--- config.mk ---
export PLATFORM = sky130hd
export DESIGN_NAME = lcd_char_feeder
export DESIGN_NICKNAME = d
export VERILOG_FILES = /design/src/rtl/lcd_char_feeder.sv
export SDC_FILE = /design/constraint.sdc
export NUM_CORES = 1
export LEC_CHECK = 0
export CORE_MARGIN = 3
export CORE_UTILIZATION = 60
export CTS_BUF_LIST = sky130_fd_sc_hd__clkbuf_4
export DETAILED_ROUTE_END_ITERATION = 7
export PLACE_DENSITY = 0.81
export SLEW_MARGIN = 20
export SYNTH_ARGS = -nofsm -noshare
export SYNTH_HDL_FRONTEND = slang
export SYNTH_SLANG_ARGS = --single-unit
--- constraint.sdc ---
create_clock -name clk -period 3.7 [get_ports clk]
set_input_delay 1.11 -clock clk [delete_from_list [all_inputs] [get_ports clk]]
set_output_delay 1.11 -clock clk [all_outputs]
set_load 0.005 [all_outputs]
--- src/rtl/lcd_char_feeder.sv ---
// Character LCD feeder: FIFO-buffers ASCII bytes, tracks a 2-line cursor and issues
// one RS+byte transfer at a time over req/ack. Define LCD_FEEDER_CTRL_EN to interpret CR/LF.
module lcd_char_feeder #(
  parameter int FIFO_AW = 3,
  parameter int COLS    = 16
) (
  input  logic               clk,
  input  logic               rst_n,
  input  logic [7:0]         in_data,
  input  logic               in_valid,
  output logic               in_ready,
  input  logic               clear_req,
  output logic               lcd_req,
  output logic               lcd_rs,
  output logic [7:0]         lcd_data,
  input  logic               lcd_ack,
  output logic [FIFO_AW:0]   fifo_count
);

  localparam int DEPTH = 2 ** FIFO_AW;
  localparam int CW    = $clog2(COLS + 1);
  localparam logic [CW-1:0]    LAST_COL = CW'(COLS - 1);
  localparam logic [FIFO_AW:0] FULL     = (FIFO_AW + 1)'(DEPTH);

  typedef enum logic [2:0] {IDLE, CLR, ADDR, CHAR, GAP} state_t;

  state_t               state, state_n;
  logic [7:0]           mem [DEPTH];
  logic [FIFO_AW-1:0]   wr_ptr, rd_ptr;
  logic [FIFO_AW:0]     count, count_n;
  logic                 ready_q;
  logic                 push, pop;
  logic [7:0]           char_q;
  logic [CW-1:0]        col, col_n;
  logic                 row, row_n;
  logic                 clear_pending, clr_n;
  logic                 addr_pending, addr_n;

  assign push       = in_valid && ready_q;
  assign in_ready   = ready_q;
  assign fifo_count = count;

  always_comb begin
    count_n = count;
    case ({push, pop})
      2'b10:   count_n = count + 1'b1;
      2'b01:   count_n = count - 1'b1;
      default: count_n = count;
    endcase
  end

  always_ff @(posedge clk) begin
    if (push) mem[wr_ptr] <= in_data;
  end

  // in_ready is registered from the post-edge occupancy, so full is judged on the pre-edge count.
  always_ff @(posedge clk or negedge rst_n) begin
    if (!rst_n) begin
      wr_ptr  <= '0;
      rd_ptr  <= '0;
      count   <= '0;
      ready_q <= 1'b0;
    end else begin
      if (push) wr_ptr <= wr_ptr + 1'b1;
      if (pop)  rd_ptr <= rd_ptr + 1'b1;
      count   <= count_n;
      ready_q <= (count_n < FULL);
    end
  end

  always_ff @(posedge clk or negedge rst_n) begin
    if (!rst_n) state <= IDLE;
    else        state <= state_n;
  end

  always_comb begin
    state_n  = state;
    pop      = 1'b0;
    lcd_req  = 1'b0;
    lcd_rs   = 1'b0;
    lcd_data = 8'h00;
    col_n    = col;
    row_n    = row;
    clr_n    = clear_pending;
    addr_n   = addr_pending;
    case (state)
      IDLE: begin
        if (clear_pending) begin
          state_n = CLR;
        end else if (addr_pending) begin
          state_n = ADDR;
        end else if (count != '0) begin
          pop = 1'b1;
`ifdef LCD_FEEDER_CTRL_EN
          if (mem[rd_ptr] == 8'h0D) begin
            col_n  = '0;
            addr_n = 1'b1;
          end else if (mem[rd_ptr] == 8'h0A) begin
            col_n = '0;
            if (row) begin
              row_n = 1'b0;
              clr_n = 1'b1;
            end else begin
              row_n  = 1'b1;
              addr_n = 1'b1;
            end
          end else begin
            state_n = CHAR;
          end
`else
          state_n = CHAR;
`endif
        end
      end
      CLR: begin
        lcd_req  = 1'b1;
        lcd_data = 8'h01;
        if (lcd_ack) begin
          col_n   = '0;
          row_n   = 1'b0;
          clr_n   = 1'b0;
          addr_n  = 1'b0;
          state_n = GAP;
        end
      end
      ADDR: begin
        lcd_req  = 1'b1;
        lcd_data = row ? 8'hC0 : 8'h80;
        if (lcd_ack) begin
          addr_n  = 1'b0;
          state_n = GAP;
        end
      end
      CHAR: begin
        lcd_req  = 1'b1;
        lcd_rs   = 1'b1;
        lcd_data = char_q;
        if (lcd_ack) begin
          // A full line 0 moves to line 1; a full line 1 means the whole screen is used.
          if (col == LAST_COL) begin
            col_n = '0;
            if (!row) begin
              row_n  = 1'b1;
              addr_n = 1'b1;
            end else begin
              clr_n = 1'b1;
            end
          end else begin
            col_n = col + 1'b1;
          end
          state_n = GAP;
        end
      end
      GAP:     state_n = IDLE;
      default: state_n = IDLE;
    endcase
  end

  // A clear request pulse is remembered even mid-transfer and wins over the FSM's own update.
  always_ff @(posedge clk or negedge rst_n) begin
    if (!rst_n) begin
      char_q        <= 8'h00;
      col           <= '0;
      row           <= 1'b0;
      clear_pending <= 1'b1;
      addr_pending  <= 1'b0;
    end else begin
      if (pop) char_q <= mem[rd_ptr];
      col           <= col_n;
      row           <= row_n;
      clear_pending <= clr_n | clear_req;
      addr_pending  <= addr_n;
    end
  end

endmodule

==> key figures, run 1 <==
Timing
  – Final Skew: 0.0144 ns
  – Final TNS setup: 0 ns
  – Rel. slew slack: 0.490
  – Final Cycle Share: 0.900
  – Tmin final: 3.33 ns
  – Setup Viol. Count Final: 0
  – Worst hold slack: 0.518 ns
  – PnR worst setup slack: 0.371 ns
  – Final Hold Fails: 0
  – Worst-margin pin slew: 0.765 ns
  – Maximum clock rate: 300 MHz
  – Final max-slew violation count: 0
  – Unrepaired setup endpoints after global routing: no

Power and ir drop
  – Leakage: 1.62 nW
  – Seq pwr share: 0.544
  – Design internal power: 1.98 mW
  – Sw Share: 0.325
  – Logic pwr share: 0.292
  – Maximum vdd drop: 0.000384 V
  – Power density cells: 663 nW/um^2
  – Switching Power: 0.956 mW
  – Clock share of power: 0.164

Clock network
  – Post-CTS sizing: 0
  – CTS Buf Count: 9
  – TritonCTS clock tree: built
  – Max clock buf depth: 2
  – Hold buffers post-CTS: 0
  – Worst-Skew Late Latency: 0.44 ns
  – Root Driver: clkbuf_4
  – CTS sink cnt: 94
  – Setup bufs post-CTS: 0
  – Reg clk slew, reported paths: 0.14 ns
  – H-tree depth: 3

Floorplan
  – Area of the die: 7540 um^2
  – Io pins: 28
  – Die Y-Extent: 86.8 um
  – Core ar.: 6130 um^2
  – Row cnt: 28
  – Die X: 86.8 um
  – Initial core utilization: 0.639

Worst hold path
  – Hold Crit Class: reg -> reg

Routing
  – Uppermost layer routed: met4
  – Avg Vias per Cell: 5.91
  – Vias: 2199
  – Drt pass-1 iters: 4
  – Drt wl/cell: 18.7 um
  – DRC viols: 0
  – WL met1: 2960 um
  – Routed WL: 6940 um
  – Initial DRC count: 207
  – Met3 wire length: 376 um
  – Antenna Nets Post-Route: 0
  – Met2 WL: 3530 um

Yosys
  – Avg Inst Size Synth: 15.4 um^2
  – Post-synth EDFFs: 64
  – Synth Register Bits: 94
  – Cell area after synthesis: 3920 um^2
  – Count leader, synth: edfxtp_1
  – Post-synth top cells: 64 x edfxtp_1, 29 x dfrtp_1, 26 x nor2_1
  – Mapped Nets: 274
  – Leading area contributor after synthesis: edfxtp_1
  – Seq/Total Area, Yosys: 0.682
  – Ys Warns: 0
  – Most area-consuming cells after synthesis: edfxtp_1 49%, dfrtp_1 19%, mux4_2 9.2%, mux2i_1 2.6%, nor2_1 2.5%
  – Asr flop ratio synth: 0.319
  – Syn Inst Count: 254
  – Top-area cell type share of the netlist area: 0.490
  – Most used DFF post-synth: edfxtp_1
  – Post-synthesis cell type count: 42

Layout
  – Diode count: 0
  – Share of layout cells above drive strength 1: 0.162
  – Final nets: 312
  – Final instance area: 4430 um^2
  – Layout Utilization: 0.722
  – Layout area overhead: 13.0%

Worst setup path
  – Startpoint types: flop
  – Crit end category: output port
  – WP data required: 2.59 ns
  – Crit path kind: reg -> out
  – Peak fanout along the critical path: 13
  – Arrival time at the worst endpoint: 2.22 ns

Global route
  – Gr usage total: 0.209
  – Largest net degree at the start of global routing: 31
  – Initial antenna violation count: 0
  – Grt total ovfl: 0
  – Vias in the first global route: 2187
  – First-pass GRT wire length: 11500 um

Placed design
  – I/O Buffers: 27
  – HPWL Detailed: 4470 um
  – GPL Wtd Cong: 0.857
  – Pre-CTS setup slack: 0.390 ns
  – Area after DPL: 4310 um^2

Job
  – Max capacitance violation total: 0

Status
  – Status: finished, final reports clean
[per-layer routing]
| layer | GRT usage | vias to the layer above |
|---|---|---|
| met5 | 0 | - |
| met4 | 0.0722 | 0 |
| met3 | 0.0485 | 6 |
| met2 | 0.325 | 61 |
| met1 | 0.293 | 1099 |
| li1 | - | 1033 |
[state kept, by name, summed over array words and instances (netlist names), 3 cells and up, named ones only]
| register | cells |
|---|---|
| char_q | 8 |
| state | 3 |
| fifo_count | 3 |
| col | 5 |
| wr_ptr | 3 |
| mem | 64 |
| rd_ptr | 3 |
[worst paths after layout]
path | from | end | slack (ns) | depth (start not counted)
max | state[1] | lcd_data[5] | 0.37 | 3
min | col[1] | col[1] | 0.52 | 2
max reg2reg | state[1] | in_ready | 0.76 | 8
min reg2reg | col[1] | col[1] | 0.52 | 2
max in group asynchronous | rst_n | clear_pending | 2.34 | 2
min in group asynchronous | rst_n | rd_ptr[1] | 1.04 | 2
[cells by family after synthesis]
family,Yosys count,synth area share
AO/OA/AOI/OAI,29,0.0453
XOR/XNOR,6,0.0134
adder cells (fa/ha/maj),7,0.0243
buffers and inverters,17,0.0198
flip-flops,94,0.682
multiplexers,29,0.126
AND/OR/NAND/NOR,72,0.0891
[worst max-delay path, stage by stage, from the launching register on]
cell and delay, ns:
dfrtp_1 0.61, and3b_1 0.44, and2_1 0.22, clkdlybuf4s50_1 0.51
[stage by stage]
step	cells	power [mW]
final	372	2.94
after global routing	372	3.13
after CTS	372	2.96
after detailed placement	356	2.48
after global placement	356	2.45
after floorplan	254	2.16
[layout by cell type (no fill, tap or decap), drive strengths merged, types with 9 or more instances in the layout]
cell            n
edfxtp         64
dfrtp          29
clkdlybuf4s50  27
nor2           26
mux4           16
nand2          14
a21oi          13
buf            11
mux2i          10
clkbuf          9
[power groups by stage]
stage	combinational [mW]	sequential (mW)	clock, mW
6_report	0.857	1.60	0.483
5_1_grt	0.949	1.64	0.534
4_1_cts	0.866	1.60	0.492
3_5_place_dp	0.860	1.62	0
3_3_place_gp	0.836	1.61	0
2_1_floorplan	0.685	1.47	0
[cell type report]
class                           count  area (um^2)
Clock buffer                        9         67.6
Clock inverter                      7         47.5
Fill cell                         388         1700
Inverter                            6         22.5
Multi-Input combinational cell    143         1170
Sequential cell                    94         2680
Tap cell                           75         93.8
Timing Repair Buffer               38          353
(Power assumes the default switching activity.)
==> inputs of run 2 (changes only) <==
--- a/config.mk
+++ b/config.mk
@@ -9,7 +9,8 @@
 export CORE_UTILIZATION = 60
 export CTS_BUF_LIST = sky130_fd_sc_hd__clkbuf_4
 export DETAILED_ROUTE_END_ITERATION = 7
-export PLACE_DENSITY = 0.81
+export DONT_BUFFER_PORTS = 1
+export PLACE_DENSITY = 0.76
 export SLEW_MARGIN = 20
 export SYNTH_ARGS = -nofsm -noshare
 export SYNTH_HDL_FRONTEND = slang
==> run 2 against run 1 <==
  * Non-clock buffer count shrank 32
  * Hold slack worse by 0.19 ns
  * Register-to-register slack better by 0.04 ns
  * Clock power grew 40%
  * Core utilization shrank 4.0 points
  * Combinational power fell by 9.5%
  * Wire length is 1.6% higher
  * Cell area fell by 5.5%
  * Clock skew rose by 0.0095 ns
  * Total power grew 2.4%
  * Worst setup slack improved by 0.43 ns
  * Critical path type is now reg -> reg
  * Critical endpoint is now in_ready
==> key figures, run 2 (synthesis gave the netlist of run 1 again) <==
Status
  – Status: finished, final reports clean

Power and ir drop
  – Maximum vdd drop: 0.000436 V (+14%)
  – Design internal power: 2.09 mW (+5.7%)
  – Sw Share: 0.304 (-0.0217)
  – Leakage: 1.53 nW (-5.7%)
  – Logic pwr share: 0.258 (-0.034)
  – Clock share of power: 0.226 (+0.062)
  – Seq pwr share: 0.517 (-0.027)
  – Switching Power: 0.914 mW (-4.4%)
  – Power density cells: 719 nW/um^2 (+8.3%)
  – Total power: 3.01 mW (+2.4%)

Placed design
  – Inst Count DP: 324 (-9.0%)
  – I/O Buffers: 0 (-100%)
  – HPWL Detailed: 4560 um (+1.9%)
  – GPL Wtd Cong: 0.790 (-7.8%)

Layout
  – Final nets: 280 (-10%)
  – Top flop regs: mem x64, char_q x8, col x5
  – Max reg flops: 64 (unchanged)
  – Filler cell count: 407 (+4.9%)
  – Commonest non-fill, non-tap cell in the layout: edfxtp_1
  – Share of layout cells above drive strength 1: 0.158 (-0.00313)
  – Layout Utilization: 0.683 (-0.0396)
  – Diode count: 0 (unchanged)
  – Most frequent cells in the layout: 64 x edfxtp_1, 29 x dfrtp_1, 26 x nor2_1
  – Layout area overhead: 6.77%
  – Non-Filler Instances: 340 (-8.6%)
  – Biggest register: mem

Global route
  – Gr usage total: 0.212 (+0.00376)
  – Vias in the first global route: 2182 (-0.23%)
  – Largest net degree at the start of global routing: 31 (unchanged)
  – Initial antenna violation count: 0 (unchanged)
  – Grt total ovfl: 0 (unchanged)
  – First-pass GRT wire length: 11600 um (+1.1%)

Floorplan
  – Area of the die: 7540 um^2 (unchanged)
  – Initial core utilization: 0.639 (unchanged)
  – Io pins: 28 (unchanged)
  – Die X: 86.8 um (unchanged)
  – Row cnt: 28 (unchanged)
  – Die Y-Extent: 86.8 um (unchanged)
  – Core ar.: 6130 um^2 (unchanged)

Timing
  – Maximum clock rate: 344 MHz (+15%)
  – Worst-margin pin slew: 0.842 ns (+0.0770 ns)
  – Worst hold slack: 0.328 ns (-0.190 ns)
  – Final TNS setup: 0 ns (unchanged)
  – Unrepaired setup endpoints after global routing: no
  – Final Hold Fails: 0 (unchanged)
  – Tmin final: 2.90 ns (-0.425 ns)
  – Setup Viol. Count Final: 0 (unchanged)
  – Rel. slew slack: 0.437 (-0.0534)
  – Final Cycle Share: 0.785 (-0.115)
  – Final max-slew violation count: 0 (unchanged)
  – Final Skew: 0.0238 ns (+0.00947 ns)

Worst setup path
  – Crit path kind: reg -> reg
  – Peak fanout along the critical path: 13 (unchanged)
  – Arrival time at the worst endpoint: 3.29 ns (+1.07 ns)
  – Crit end category: flop
  – Flop2flop setup slack: 0.80 ns (+0.04 ns)
  – Startpoint types: flop
  – WP data required: 4.09 ns (+1.50 ns)
  – R2R Path Start: state[1]
  – FF-to-FF End: in_ready
  – Reg2reg path depth: 8 (unchanged)

Clock network
  – CTS sink cnt: 94 (unchanged)
  – H-tree depth: 3 (unchanged)
  – Max clock buf depth: 2 (unchanged)
  – TritonCTS clock tree: built
  – Worst-Skew Late Latency: 0.45 ns (about the same)
  – Post-CTS sizing: 0 (unchanged)
  – Setup bufs post-CTS: 0 (unchanged)
  – Reg clk slew, reported paths: 0.15 ns (about the same)
  – Root Driver: clkbuf_4
  – CTS Buf Count: 9 (unchanged)
  – Hold buffers post-CTS: 0 (unchanged)

Routing
  – Drt wl/cell: 20.7 um (+11%)
  – WL met1: 3220 um (+8.6%)
  – Antenna Nets Post-Route: 0 (unchanged)
  – Uppermost layer routed: met4
  – DRC viols: 0 (unchanged)
  – Met3 wire length: 368 um (-2.1%)
  – Routed WL: 7050 um (+1.6%)
  – Initial DRC count: 193 (-6.8%)
  – Drt pass-1 iters: 4 (unchanged)
  – Met2 WL: 3290 um (-6.6%)
  – Vias: 2130 (-3.1%)
  – Avg Vias per Cell: 6.26 (+6.0%)

Job
  – Max capacitance violation total: 0 (unchanged)

Worst hold path
  – Hold Crit Class: in -> async
==> run 2: power by group through the flow <==
stage	clock network (mW)	registers [mW]	logic (mW)
floorplan	0	1.47	0.685
global placement	0	1.56	0.757
detailed placement	0	1.58	0.777
CTS	0.691	1.56	0.789
global route	0.737	1.58	0.871
finish	0.678	1.55	0.776
==> run 2: per-stage QoR <==
stage	area [um^2]	setup slack (ns)
CTS	4190	0.804
floorplan	3920	1.05
global placement	4000	0.980
detailed placement	4000	0.849
global route	4190	0.622
finish	4190	0.796
==> run 2: routing by layer <==
metal	GRT usage	vias to the layer above
li1	-	969
met2	0.303	50
met1	0.311	1095
met4	0.0907	0
met3	0.0589	16
met5	0	-
==> run 2: final cells by class <==
class | instances | area, um^2 | share of cell area
inverters | 6 | 22.5 | 0.00538
clock inverters | 5 | 98.8 | 0.0236
clock buffers | 11 | 82.6 | 0.0197
well taps | 75 | 93.8 | 0.0224
repair buffers | 6 | 45.0 | 0.0108
flip-flops and latches | 94 | 2670 | 0.639
multi-input cells | 143 | 1170 | 0.279
==> run 2: worst max-delay path by stage <==
stage,start,end,depth (start not counted)
global placement,state[1],in_ready,8
global route,state[1],in_ready,8
floorplan,state[2],in_ready,9
CTS,state[1],in_ready,8
finish,state[1],in_ready,8
detailed placement,state[1],in_ready,8
==> run 2: worst max-delay path, stage by stage (launching register included) <==
cell and delay [ns]:
dfrtp_1 0.54, or4_1 0.56, nor3_2 0.23, ha_1 0.33, ha_1 0.27, a21o_1 0.20, a2111oi_0 0.42, nand4b_1 0.18
and2_1 0.12
==> inputs of run 3 (changes only) <==
==> constraint.sdc (replaced) <==
create_clock -name clk -period 2.95 [get_ports clk]
set_input_delay 0.885 -clock clk [delete_from_list [all_inputs] [get_ports clk]]
set_output_delay 0.885 -clock clk [all_outputs]
set_load 0.005 [all_outputs]
==> run 3 against run 2 <==
  * Worst setup slack worse by 0.63 ns
  * Hold slack worse by 0.21 ns
  * Non-clock buffer count is 6 higher
  * Critical endpoint unchanged
==> key figures, run 3 (synthesis gave the netlist of run 1 again) <==
Routing
  – Avg Vias per Cell: 5.97 (-4.7%)
  – DRC viols: 0 (unchanged)
  – Drt pass-1 iters: 6 (+2)
  – Initial DRC count: 130 (-33%)
  – Routed WL: 6880 um (-2.5%)
  – Antenna Nets Post-Route: 0 (unchanged)
  – Drt wl/cell: 19.9 um (-4.2%)
  – Vias: 2066 (-3.0%)

Clock network
  – CTS Buf Count: 9 (unchanged)
  – Reg clk slew, reported paths: 0.15 ns (about the same)
  – Worst-Skew Late Latency: 0.43 ns (-0.02 ns)
  – CTS sink cnt: 94 (unchanged)
  – TritonCTS clock tree: built
  – Setup bufs post-CTS: 0 (unchanged)
  – H-tree depth: 3 (unchanged)
  – Max clock buf depth: 2 (unchanged)
  – Root Driver: clkbuf_4

Floorplan
  – Die Y-Extent: 86.8 um (unchanged)
  – Area of the die: 7540 um^2 (unchanged)
  – Die X: 86.8 um (unchanged)
  – Initial core utilization: 0.639 (unchanged)
  – Row cnt: 28 (unchanged)
  – Io pins: 28 (unchanged)
  – Core ar.: 6130 um^2 (unchanged)

Timing
  – Rel. slew slack: 0.449 (+0.0127)
  – Final max-slew violation count: 0 (unchanged)
  – Final Hold Fails: 0 (unchanged)
  – Final Cycle Share: 0.942 (+0.157)
  – PnR worst setup slack: 0.170 ns (-0.625 ns)
  – Worst hold slack: 0.120 ns (-0.208 ns)
  – Unrepaired setup endpoints after global routing: no
  – Setup Viol. Count Final: 0 (unchanged)
  – Final Skew: 0.0152 ns (-0.00860 ns)
  – Final TNS setup: 0 ns (unchanged)
  – Maximum clock rate: 360 MHz (+4.5%)
  – Worst-margin pin slew: 0.826 ns (-0.0160 ns)
  – Tmin final: 2.78 ns (-0.125 ns)

Layout
  – Final instance area: 4220 um^2 (+0.75%)
  – Non-Filler Instances: 346 (+1.8%)
  – Most frequent cells in the layout: 64 x edfxtp_1, 29 x dfrtp_1, 26 x nor2_1
  – Final nets: 286 (+2.1%)
  – Layout area overhead: 7.56%
  – Max reg flops: 64 (unchanged)
  – Commonest non-fill, non-tap cell in the layout: edfxtp_1
  – Biggest register: mem
  – Share of layout cells above drive strength 1: 0.181 (+0.0223)
  – Filler cell count: 416 (+2.2%)
  – Top flop regs: mem x64, char_q x8, col x5
  – Layout Utilization: 0.688 (+0.00510)
  – Diode count: 0 (unchanged)

Power and ir drop
  – Power density cells: 880 nW/um^2 (+23%)
  – Leakage: 1.54 nW (+1.0%)
  – Maximum vdd drop: 0.000527 V (+21%)
  – Total power: 3.71 mW (+23%)

Global route
  – Grt total ovfl: 0 (unchanged)
  – Largest net degree at the start of global routing: 31 (unchanged)
  – Initial antenna violation count: 0 (unchanged)
  – Vias in the first global route: 2084 (-4.5%)
  – Gr usage total: 0.203 (-0.00979)
  – First-pass GRT wire length: 11000 um (-4.8%)

Worst setup path
  – Max incr delay on CP: 0.56 ns (about the same)
  – Arrival time at the worst endpoint: 3.16 ns (-0.13 ns)
  – Peak fanout along the critical path: 8 (-5)
  – Worst setup startpoint: state[2]
  – Crit path kind: reg -> reg
  – Crit end category: flop
  – Startpoint types: flop
  – Worst path slowest cell: or4_1
  – R2R Path Start: state[2]
  – CP cell instances: or4_1 -> nor3_2 -> ha_2 -> ha_1 -> a21o_1 -> a2111oi_0 -> nand4b_1 -> and2_1
  – WP data required: 3.33 ns (-0.76 ns)

Placed design
  – Area after DPL: 4050 um^2 (+1.1%)
  – I/O Buffers: 0 (unchanged)
  – Pre-CTS setup slack: 0.164 ns (-0.685 ns)
  – GPL Wtd Cong: 0.835 (+5.7%)
  – HPWL Detailed: 4390 um (-3.7%)
  – Inst Count DP: 330 (+1.9%)

Status
  – Status: finished, final reports clean

Job
  – Max capacitance violation total: 0 (unchanged)

Worst hold path
  – Hold Crit Class: in -> async
[run 3: final timing paths]
| check | cells after the start | slack [ns] | endpoint |
|---|---|---|---|
| max | 8 | 0.17 | in_ready |
| min | 0 | 0.12 | col[0] |
| max reg2reg | 8 | 0.17 | in_ready |
| min reg2reg | 1 | 0.53 | col[3] |
| max in group asynchronous | 0 | 2.66 | clear_pending |
| min in group clk | 1 | 0.53 | col[3] |
[run 3: worst max-delay path: cells and delay by family, from the launching register on]
| kind | cells | cell delay [ns] |
|---|---|---|
| and+or+nand+nor | 4 | 1.09 |
| AOI/OAI and AO/OA | 2 | 0.62 |
| adders and majority gates | 2 | 0.54 |
| DFF | 1 | 0.48 |
[run 3: power by group]
part	total (mW)	internal (mW)	leakage, nW	switching, mW
logic	1.02	0.514	0.507	0.505
registers	1.91	1.69	0.949	0.224
clock network	0.779	0.347	0.0842	0.432
[run 3: area by class of cell]
type	count	area [um^2]	share of cell area
clock inverters	7	97.6	0.0231
inverters	6	22.5	0.00534
multi-input cells	143	1170	0.278
flip-flops and latches	94	2670	0.634
well taps	75	93.8	0.0223
repair buffers	12	90.1	0.0214
clock buffers	9	67.6	0.0160
[run 3: what timing repair did]
| item | in CTS | in global routing |
|---|---|---|
| endpoints found under the setup margin | 0 | 1 |
| resized for setup | 0 | 1 |
| hold buffers | 0 | 0 |
[run 3: routing by layer]
| layer | global-route usage | up-vias | share of wire |
|---|---|---|---|
| li1 | - | 975 | - |
| met4 | 0.0779 | 0 | 0.011 |
| met2 | 0.309 | 52 | 0.48 |
| met5 | 0 | - | 0 |
| met3 | 0.0494 | 6 | 0.055 |
| met1 | 0.285 | 1033 | 0.46 |
